==> src/rtl/systolic_array_ctrl_if.sv <==
`default_nettype none
//============================================================================
// Module   : systolic_array_ctrl_if
// Purpose  : Bundle of every non-clock/reset signal of systolic_array_ctrl:
//            the job input handshake, the array drive/observe bus and the
//            result output handshake.
// Members  : in_valid, in_ready, mat_a[16*DW], mat_b[16*DW]  job input
//            arr_res, arr_a[4*DW], arr_b[4*DW], arr_out[16*ACC_W] array
//            result[16*ACC_W], out_valid, out_ready            job output
//            job_count[16]                                     statistics
// Modports : slave  - the controller
//            master - the environment (requester, array, consumer)
// Revision : 1.0 - initial release
//============================================================================
interface systolic_array_ctrl_if #(
   parameter int DW    = 4,
   parameter int ACC_W = 10
);
   logic                  in_valid;
   logic                  in_ready;
   logic [16*DW-1:0]      mat_a;
   logic [16*DW-1:0]      mat_b;
   logic                  arr_res;
   logic [4*DW-1:0]       arr_a;
   logic [4*DW-1:0]       arr_b;
   logic [16*ACC_W-1:0]   arr_out;
   logic [16*ACC_W-1:0]   result;
   logic                  out_valid;
   logic                  out_ready;
   logic [15:0]           job_count;

   modport slave (
      input  in_valid, mat_a, mat_b, arr_out, out_ready,
      output in_ready, arr_res, arr_a, arr_b, result, out_valid, job_count
   );

   modport master (
      output in_valid, mat_a, mat_b, arr_out, out_ready,
      input  in_ready, arr_res, arr_a, arr_b, result, out_valid, job_count
   );
endinterface
`default_nettype wire

==> src/rtl/systolic_array_ctrl.sv <==
`default_nettype none
//============================================================================
// Module   : systolic_array_ctrl
// Purpose  : Sequencer for a 4x4 systolic matrix multiplier. Accepts one pair
//            of 4x4 matrices, resets the array, streams the skewed row and
//            column wavefronts, drains the pipeline, captures the
//            accumulator bus and holds it behind a valid/ready handshake.
// Ports    : clk  - clock, rising edge
//            res  - synchronous active-high reset
//            bus  - systolic_array_ctrl_if.slave (job in, array bus,
//                   result out, job_count)
// Options  : SYSCTL_JOB_COUNT_EN - when defined, job_count counts completed
//            output handshakes (saturating); otherwise it is tied to zero.
// Revision : 1.0 - initial release
//============================================================================
module systolic_array_ctrl #(
   parameter int DW        = 4,
   parameter int ACC_W     = 10,
   parameter int DRAIN_CYC = 4
) (
   input  logic                 clk,
   input  logic                 res,
   systolic_array_ctrl_if.slave bus
);

   localparam int MAT_W = 16 * DW;
   localparam int ROW_W = 4 * DW;
   localparam int RES_W = 16 * ACC_W;

   // Last FEED index: wavefronts k = 0..6 cover every i+j of a 4x4 grid.
   localparam logic [2:0] c_feed_last  = 3'd6;
   // DRAIN runs k = 0..DRAIN_CYC: DRAIN_CYC zero-feed cycles let the final
   // product settle into PE(3,3), the extra cycle presents the settled bus
   // for capture.
   localparam logic [2:0] c_drain_last = 3'(DRAIN_CYC);

   typedef enum logic [2:0] {
      S_IDLE  = 3'd0,
      S_CLEAR = 3'd1,
      S_FEED  = 3'd2,
      S_DRAIN = 3'd3,
      S_DONE  = 3'd4
   } state_t;

   state_t               r_state;
   state_t               w_state_next;
   logic [2:0]           r_k;
   logic [2:0]           w_k_next;

   logic [MAT_W-1:0]     r_mat_a;
   logic [MAT_W-1:0]     r_mat_b;
   logic [ROW_W-1:0]     r_arr_a;
   logic [ROW_W-1:0]     r_arr_b;
   logic [RES_W-1:0]     r_result;

   logic                 w_in_ready;
   logic                 w_out_valid;
   logic                 w_accept;
   logic                 w_capture;
   logic                 w_load_wave;
   logic [2:0]           w_wave_k;
   logic [ROW_W-1:0]     w_wave_a;
   logic [ROW_W-1:0]     w_wave_b;

   //------------------------------------------------------------------------
   // State register
   //------------------------------------------------------------------------
   always_ff @(posedge clk) begin
      if (res) begin
         r_state <= S_IDLE;
         r_k     <= '0;
      end else begin
         r_state <= w_state_next;
         r_k     <= w_k_next;
      end
   end

   //------------------------------------------------------------------------
   // Next-state and control decode
   //------------------------------------------------------------------------
   always_comb begin
      w_state_next = r_state;
      w_k_next     = r_k;
      w_in_ready   = 1'b0;
      w_out_valid  = 1'b0;
      w_accept     = 1'b0;
      w_capture    = 1'b0;
      w_load_wave  = 1'b0;
      w_wave_k     = '0;

      case (r_state)
         S_IDLE: begin
            w_in_ready = 1'b1;
            if (bus.in_valid) begin
               w_accept     = 1'b1;
               w_state_next = S_CLEAR;
            end
         end

         S_CLEAR: begin
            // Preload wavefront 0 so it sits on the array during FEED k=0.
            w_load_wave  = 1'b1;
            w_wave_k     = 3'd0;
            w_k_next     = 3'd0;
            w_state_next = S_FEED;
         end

         S_FEED: begin
            if (r_k == c_feed_last) begin
               w_k_next     = 3'd0;
               w_state_next = S_DRAIN;
            end else begin
               // Registers hold wavefront k now; load k+1 for the next cycle.
               w_load_wave = 1'b1;
               w_wave_k    = r_k + 3'd1;
               w_k_next    = r_k + 3'd1;
            end
         end

         S_DRAIN: begin
            if (r_k == c_drain_last) begin
               w_capture    = 1'b1;
               w_k_next     = 3'd0;
               w_state_next = S_DONE;
            end else begin
               w_k_next = r_k + 3'd1;
            end
         end

         S_DONE: begin
            w_out_valid = 1'b1;
            if (bus.out_ready) begin
               w_state_next = S_IDLE;
            end
         end

         default: begin
            w_state_next = S_IDLE;
         end
      endcase
   end

   //------------------------------------------------------------------------
   // Wavefront select: element (i,j) of either matrix belongs to wavefront
   // i+j. Row i of A drives a_i with A[i][k-i]; column j of B drives b_j
   // with B[k-j][j]. Both reduce to "pick the element whose i+j equals k".
   //------------------------------------------------------------------------
   always_comb begin
      w_wave_a = '0;
      w_wave_b = '0;
      for (int i = 0; i < 4; i++) begin
         for (int j = 0; j < 4; j++) begin
            if (w_wave_k == 3'(i + j)) begin
               w_wave_a[i*DW +: DW] = r_mat_a[(4*i + j)*DW +: DW];
               w_wave_b[j*DW +: DW] = r_mat_b[(4*i + j)*DW +: DW];
            end
         end
      end
   end

   //------------------------------------------------------------------------
   // Datapath: job latch, array feed registers, result capture
   //------------------------------------------------------------------------
   always_ff @(posedge clk) begin
      if (res) begin
         r_mat_a  <= '0;
         r_mat_b  <= '0;
         r_arr_a  <= '0;
         r_arr_b  <= '0;
         r_result <= '0;
      end else begin
         if (w_accept) begin
            r_mat_a <= bus.mat_a;
            r_mat_b <= bus.mat_b;
         end
         // Anything other than an active wavefront load feeds zeros.
         if (w_load_wave) begin
            r_arr_a <= w_wave_a;
            r_arr_b <= w_wave_b;
         end else begin
            r_arr_a <= '0;
            r_arr_b <= '0;
         end
         if (w_capture) begin
            r_result <= bus.arr_out;
         end
      end
   end

   //------------------------------------------------------------------------
   // Completed-job counter
   //------------------------------------------------------------------------
`ifdef SYSCTL_JOB_COUNT_EN
   logic [15:0] r_job_count;

   always_ff @(posedge clk) begin
      if (res) begin
         r_job_count <= '0;
      end else if (w_out_valid && bus.out_ready && (r_job_count != 16'hFFFF)) begin
         r_job_count <= r_job_count + 16'd1;
      end
   end

   assign bus.job_count = r_job_count;
`else
   assign bus.job_count = 16'h0000;
`endif

   //------------------------------------------------------------------------
   // Outputs
   //------------------------------------------------------------------------
   // The array reset follows res combinationally so the array is cleared in
   // the same cycle as the controller.
   assign bus.arr_res   = res | (r_state == S_CLEAR);
   assign bus.in_ready  = w_in_ready;
   assign bus.out_valid = w_out_valid;
   assign bus.arr_a     = r_arr_a;
   assign bus.arr_b     = r_arr_b;
   assign bus.result    = r_result;

endmodule
`default_nettype wire

==> src/flat_wrapper.sv <==
// flat-port wrapper written by rule: the top's interface ports become plain ports
module systolic_array_ctrl_flat 
#(
   parameter int DW        = 4,
   parameter int ACC_W     = 10,
   parameter int DRAIN_CYC = 4
)
  (clk, res, bus_in_valid, bus_mat_a, bus_mat_b, bus_arr_out, bus_out_ready, bus_in_ready, bus_arr_res, bus_arr_a, bus_arr_b, bus_result, bus_out_valid, bus_job_count);
  systolic_array_ctrl_if #(.DW(DW), .ACC_W(ACC_W)) bus_i ();
  input  logic clk;
  input  logic res;
  input wire logic [$bits(bus_i.in_valid)-1:0] bus_in_valid;
  input wire logic [$bits(bus_i.mat_a)-1:0] bus_mat_a;
  input wire logic [$bits(bus_i.mat_b)-1:0] bus_mat_b;
  input wire logic [$bits(bus_i.arr_out)-1:0] bus_arr_out;
  input wire logic [$bits(bus_i.out_ready)-1:0] bus_out_ready;
  output wire logic [$bits(bus_i.in_ready)-1:0] bus_in_ready;
  output wire logic [$bits(bus_i.arr_res)-1:0] bus_arr_res;
  output wire logic [$bits(bus_i.arr_a)-1:0] bus_arr_a;
  output wire logic [$bits(bus_i.arr_b)-1:0] bus_arr_b;
  output wire logic [$bits(bus_i.result)-1:0] bus_result;
  output wire logic [$bits(bus_i.out_valid)-1:0] bus_out_valid;
  output wire logic [$bits(bus_i.job_count)-1:0] bus_job_count;
  assign bus_i.in_valid = bus_in_valid;
  assign bus_i.mat_a = bus_mat_a;
  assign bus_i.mat_b = bus_mat_b;
  assign bus_i.arr_out = bus_arr_out;
  assign bus_i.out_ready = bus_out_ready;
  assign bus_in_ready = bus_i.in_ready;
  assign bus_arr_res = bus_i.arr_res;
  assign bus_arr_a = bus_i.arr_a;
  assign bus_arr_b = bus_i.arr_b;
  assign bus_result = bus_i.result;
  assign bus_out_valid = bus_i.out_valid;
  assign bus_job_count = bus_i.job_count;
  systolic_array_ctrl #(.DW(DW), .ACC_W(ACC_W), .DRAIN_CYC(DRAIN_CYC)) u_core (.clk(clk), .res(res), .bus(bus_i));
endmodule
==> config.mk <==
export PLATFORM = sky130hd
export DESIGN_NAME = systolic_array_ctrl_flat
export DESIGN_NICKNAME = d
export VERILOG_FILES = /design/src/rtl/systolic_array_ctrl_if.sv /design/src/rtl/systolic_array_ctrl.sv /design/src/flat_wrapper.sv
export SDC_FILE = /design/constraint.sdc
export NUM_CORES = 1
export LEC_CHECK = 0
export CORE_AREA = 2 2 197 199
export CTS_CLUSTER_SIZE = 10
export DETAILED_ROUTE_END_ITERATION = 10
export DIE_AREA = 0 0 199 201
export GPL_TIMING_DRIVEN = 0
export PLACE_DENSITY_LB_ADDON = 0.08
export SETUP_SLACK_MARGIN = 0.4
export SLEW_MARGIN = 20
export SYNTH_ARGS = -nofsm -noshare
export SYNTH_HDL_FRONTEND = slang
export SYNTH_SLANG_ARGS = --single-unit
==> constraint.sdc <==
create_clock -name clk -period 3.34 [get_ports clk]
set_input_delay 0.501 -clock clk [delete_from_list [all_inputs] [get_ports clk]]
set_output_delay 0.501 -clock clk [all_outputs]
set_load 0.01 [all_outputs]
# ---- Word-level counts from Yosys, hierarchy flattened
# Cells that the tools add are included.
dict set report totals {
  input_bits 292
  register_bits 326
  output_inout_bits 211
  wordCells 80
}
dict set report op_classes {
  n_reduce_logical 5
  addsub 1
  mux 49
  n_eq_ne 16
  bitwise 2
}
# op n
set ops {}
lappend ops {{2-to-1 mux 4 bit} 32}
lappend ops {{2-to-1 mux 3 bit} 7}
lappend ops {{== test 3 bit (second input constant)} 6}
lappend ops {{case mux 3 bit (5 select lines)} 1}
lappend ops {{== test 3 x 2 -> 1 bit (second input constant)} 4}
lappend ops {{case mux 3 bit (3 select lines)} 1}
lappend ops {{2-to-1 mux 1 bit} 7}
lappend ops {{== test 3 x 1 -> 1 bit (second input constant)} 2}
lappend ops {{logical NOT 3 bit} 2}
lappend ops {{inequality test 2 x 1 -> 1 bit (second input constant)} 2}
lappend ops {{inequality test 2 bit (second input constant)} 2}
lappend ops {{AND reduction 4 bit} 1}
lappend ops {{adder 3 x 1 -> 3 bit (second input constant)} 1}
lappend ops {{nonzero test 3 bit} 1}
lappend ops {{case mux 1 bit (2 select lines)} 1}
lappend ops {{OR reduction 2 bit} 1}
lappend ops {{NOT 1 bit} 1}
lappend ops {{OR 1 bit} 1}

# ---- Logic depth before layout (Yosys ltp)
dict set report logic_depth {
  ltp_word 8
  ltp_mapped 11
  mapped_depth_nobuf 7
}

# ---- Least setup slack after synthesis
# No wires, ideal clock.
dict set report synth_timing {
  kind {register to register}
  from {reg u_core.r_k[0]}
  to {reg u_core.r_arr_a[4], in the netlist u_core.bus.arr_a[4]}
  synth_period_minus_slack_ps 2148
  setup_ps 124
  stages_incl_launch_ff 11
  arrival_ps 2024
  path_buffers 3
  t_required_ps 3216
  slack_ps 1192
  path_cell_list {dfxtp_1 -> inv_1 -> ha_1 -> buf_2 -> nor3b_2 -> o21ai_1 -> clkbuf_1 -> or3_1 -> clkbuf_1 -> o21ai_1 -> a21oi_1}
}
dict set report synth_via {
  elab_chain_len 8
  elab_cells_between_ends 16
  classes_between {add/sub: 1; eq/ne: 5; mux: 8; bitwise: 1; reduce/logical: 1}
}
# element line_no
set synth_lines {}
lappend synth_lines {{start: declaration} systolic_array_ctrl.sv:47} ;# logic [2:0] r_k;
lappend synth_lines {{start signal: assignment} systolic_array_ctrl.sv:74} ;# r_k <= w_k_next;
lappend synth_lines {{adder 3 x 1 -> 3 bit or == test 3 bit (tied branches)} {systolic_array_ctrl.sv:115, systolic_array_ctrl.sv:109}}
lappend synth_lines {{2-to-1 mux 3 bit} systolic_array_ctrl.sv:109} ;# if (r_k == c_feed_last) begin
lappend synth_lines {{2-to-1 mux 3 bit} systolic_array_ctrl.sv:91} ;# case (r_state)
lappend synth_lines {{== test 3 x 1 -> 1 bit} systolic_array_ctrl.sv:153} ;# if (w_wave_k == 3'(i + j)) begin
lappend synth_lines {{2-to-1 mux 4 bit (4 in series)} systolic_array_ctrl.sv:153}
lappend synth_lines {{end signal: assignment} systolic_array_ctrl.sv:178} ;# r_arr_a <= w_wave_a;
lappend synth_lines {{end: declaration} systolic_array_ctrl.sv:52} ;# logic [ROW_W-1:0] r_arr_a;
# Several ways; a longest one is shown, not always the timed one.
# A chain may end at the register's enable or synchronous reset.

# ---- Worst setup path after layout
dict set report layout_timing {
  from {reg u_core.r_k[0]}
  to {reg u_core.r_arr_a[10], in the netlist u_core.bus.arr_a[10]}
}
dict set report layout_via {
  elab_chain_len 8
  elab_cells_between_ends 16
  classes_between {add/sub: 1; eq/ne: 5; mux: 8; bitwise: 1; reduce/logical: 1}
}
# element line_no
set layout_lines {}
lappend layout_lines {{adder 3 x 1 -> 3 bit or == test 3 bit (tied branches)} {systolic_array_ctrl.sv:115, systolic_array_ctrl.sv:109}}
lappend layout_lines {{2-to-1 mux 3 bit} systolic_array_ctrl.sv:109}
lappend layout_lines {{2-to-1 mux 3 bit} systolic_array_ctrl.sv:91}
lappend layout_lines {{== test 3 x 2 -> 1 bit} systolic_array_ctrl.sv:153}
lappend layout_lines {{2-to-1 mux 4 bit (4 in series)} systolic_array_ctrl.sv:153}
# Several ways; a longest one is shown, not always the timed one.

==> qor.csv <==
stage,metric,value,unit
global_route,largest net degree at the start of global routing,11,
power_and_ir_drop,cell leakage power,6.49,nW
placement,Port-buffer cells,485,
drt,final WL,48.1,mm
cts,clock root cell,clkbuf_16,
power_and_ir_drop,"Power, Total",8.98,mW
logic_synthesis,top cell type's share of synthesized area,54.1,%
global_route,first-pass GRT wire length,70.9,mm
logic_synthesis,Post-Syn Area,0.0121,mm2
logic_synthesis,Post-synth top cells,"nand2_1, a21oi_1, dfxtp_1",
logic_synthesis,Synth Area in Simple Gates,21.1,%
cts,H-tree level count,2,
drt,total number of vias,12200,
setup_path,CP Data Arrival Time,3190,ps
floorplanning,area of the core,0.0381,mm2
drt,DRC viols,0,
cts,TritonCTS buffer count,40,
timing,max_slew headroom,35.4,%
cells_and_area,P&R area growth vs syn,56.1,%
setup_path,crit-path max FO,10,
floorplanning,Ports,503,
power_and_ir_drop,switching share of total power,23.6,%
global_route,vias in the first global route,12100,
timing,RSZ-0062 raised after global routing,no,
setup_path,Crit Path Class,flip-flop to flip-flop,
timing,Final Max Slew Viols,0,
cells_and_area,fraction of layout cells with a size suffix above 1,6.46,%
drt,routed length per instance,18.4,um
logic_synthesis,largest family of logic cells by synthesized area,simple AND/OR/NAND/NOR gates,
global_route,initial antenna violation count,7,
logic_synthesis,yosys warns,0,
logic_synthesis,Netlist cell types,46,
logic_synthesis,"Seq/Total Area, Yosys",54.1,%
cells_and_area,final cell count without fillers,2611,
job,max_cap viols,0,
cells_and_area,Final #Nets,2368,
cts,CTS tree,built,
power_and_ir_drop,Clock Power Share,45.2,%
power_and_ir_drop,internal power,6.87,mW
power_and_ir_drop,share of power burned in combinational logic,9.6,%
logic_synthesis,compound-cell area share of the yosys netlist,18.7,%
timing,Max Fclk,360,MHz
drt,router iterations before antenna repair,6,
setup_path,Reg2Reg Setup Slack,570,ps
drt,via density per instance,4.66,
power_and_ir_drop,worst vdd ir,0.302,mV
timing,"Min Clock Period, post-route",2770,ps
logic_synthesis,cell taking the most area after synthesis,dfxtp_1,
cts,Sink Count,326,
setup_path,Critical Path RT,3750,ps
worst_hold_path,class of the worst hold path,flip-flop to flip-flop,
cts,CTS Hold Bufs,0,
setup_path,Crit. End Element,flip-flop,
drt,initial DRC count,670,
floorplanning,# rows,72,
timing,Setup TNS,0,ps
cells_and_area,fillcell total,3786,
logic_synthesis,top_reg_cell synth,dfxtp_1,
cts,"CTS clk-pin slew, worst paths",50,ps
timing,fin crit share,83.1,%
outcome,outcome,"complete, no violations",
logic_synthesis,share of synthesized registers carrying an async set or reset,0,%
placement,Cell Count Post-Placement,2548,
setup_path,startpoint types,flip-flop,
logic_synthesis,syn avg cell area,7.89,um2
floorplanning,initial core utilization,31.7,%
drt,Antenna Nets Post-Route,0,
timing,clock skew,24.0,ps
logic_synthesis,post-synthesis mux area share,0.166,%
logic_synthesis,top area cells in the synthesized netlist,"dfxtp_1, nand2_1, a21oi_1, clkbuf_1, buf_2",
cts,Clock Latency Late Sink,560,ps
logic_synthesis,"count leader, synth",nand2_1,
floorplanning,Die ar.,0.0400,mm2
floorplanning,Chip Width,199,um
floorplanning,DIE HEIGHT,201,um
placement,gp weighted congestion,0.844,
logic_synthesis,Post-Synth Adder-Cell Area,0.415,%
global_route,Tot GR Track Use,23.5,%
timing,Final setup viols,0,
global_route,GRT overflow,0,
timing,final hold violation count,0,
power_and_ir_drop,part of the power in registers,45.3,%
logic_synthesis,register bit count reported by yosys,326,
timing,Worst Max-Slew Pin Slew,964,ps
placement,DP Wirelength,36.6,mm
logic_synthesis,Post-Synth XOR/XNOR Area,0,%
logic_synthesis,"EDFF count, synth",0,
power_and_ir_drop,total power divided by cell area,477,mW/mm2
logic_synthesis,Post-Syn Instances,1530,
power_and_ir_drop,switching power,2.12,mW
cts,Clock Path Buffers,3,
sequential cells by signal (all words and copies together), names as in the netlist:
name               flops
u_core.r_k             3
u_core.r_state         3
u_core.bus.arr_b      16
u_core.r_mat_a        64
u_core.r_mat_b        64
u_core.bus.result    160
u_core.bus.arr_a      16
cell families (layout without fill, tap and decap cells):
family          after synthesis  count (layout)
simple gates                640             640
mux                           2               2
buf+inv                     137             681
other cells                   1              20
flops                       326             326
compound gates              420             420
fa+ha+maj                     4               4
cells in the final DEF (no fill, tap or decap), drive strengths merged, types with 11 or more instances in the layout:
cell type,Yosys,routed
a22oi,16,16
dfxtp,326,326
a21oi,335,335
or2,11,11
conb,1,16
clkdlybuf4s50,0,485
nand2,596,596
clkbuf,77,133
o21ai,38,38
buf,58,58
what timing repair did:
item | CTS | global route
setup buffers | 0 | 0
gates resized for setup | 2 | 10
endpoints found under the setup margin | 12 | 32
endpoints found under the hold margin | 0 | 0
routing by layer:
layer  wire (um)  vias up  GRT usage [%]
li1            -     6093              -
met1       18700     5541           26.8
met2       23300      435           40.3
met3        3990      100           6.91
met4        1950       10           10.8
met5          69        -              0
per-stage QoR:
| step | util [%] | worst slack [ps] | area (um2) | hold WS, ps |
|---|---|---|---|---|
| floorplan | - | 1190 | 12100 | 431 |
| global placement | 46.3 | 159 | 17600 | 439 |
| detailed placement | 46.3 | 151 | 17600 | 443 |
| CTS | 49.4 | 380 | 18800 | 451 |
| global route | 49.4 | 430 | 18800 | 464 |
| finish | 49.4 | 566 | 18800 | 448 |
worst max-delay path: stages, from the launching register on:
cell and delay, ps:
dfxtp_1 440, inv_1 160, ha_1 220, buf_2 170, nor2_1 140, and3_1 160
buf_2 240, buf_2 290, nand2_1 260, o21ai_0 480, a21oi_1 90
path summary, 6_finish.rpt:
check / from / endpoint / depth (start not counted)
setup / recovery: u_core.r_k[0] / u_core.bus.arr_a[10] / 10
setup reg to reg: u_core.r_k[0] / u_core.bus.arr_a[10] / 10
hold reg to reg: u_core.r_mat_b[50] / u_core.r_mat_b[50] / 2
hold / removal: u_core.r_mat_b[50] / u_core.r_mat_b[50] / 2
final cells by class:
cell class / count / area (um2) / share of cell area [%]
repair buffers: 485 / 4850 / 25.8
diodes: 4 / 10.0 / 0.0531
clock buffers: 56 / 1130 / 6.02
plain buffers: 135 / 661 / 3.51
flip-flops and latches: 326 / 6530 / 34.6
well taps: 518 / 648 / 3.44
clock inverters: 3 / 51.3 / 0.272
inverters: 2 / 7.51 / 0.0399
multi-input cells: 1082 / 4950 / 26.3
power by group through the flow:
| stage | clock network [mW] | registers [mW] | logic, mW |
|---|---|---|---|
| CTS | 4.15 | 4.06 | 0.861 |
| detailed placement | 0 | 4.15 | 0.855 |
| global route | 4.28 | 4.08 | 0.939 |
| floorplan | 0 | 4.13 | 0.351 |
| finish | 4.06 | 4.06 | 0.858 |
| global placement | 0 | 4.14 | 0.851 |
Power figures use the tool's default switching activity.
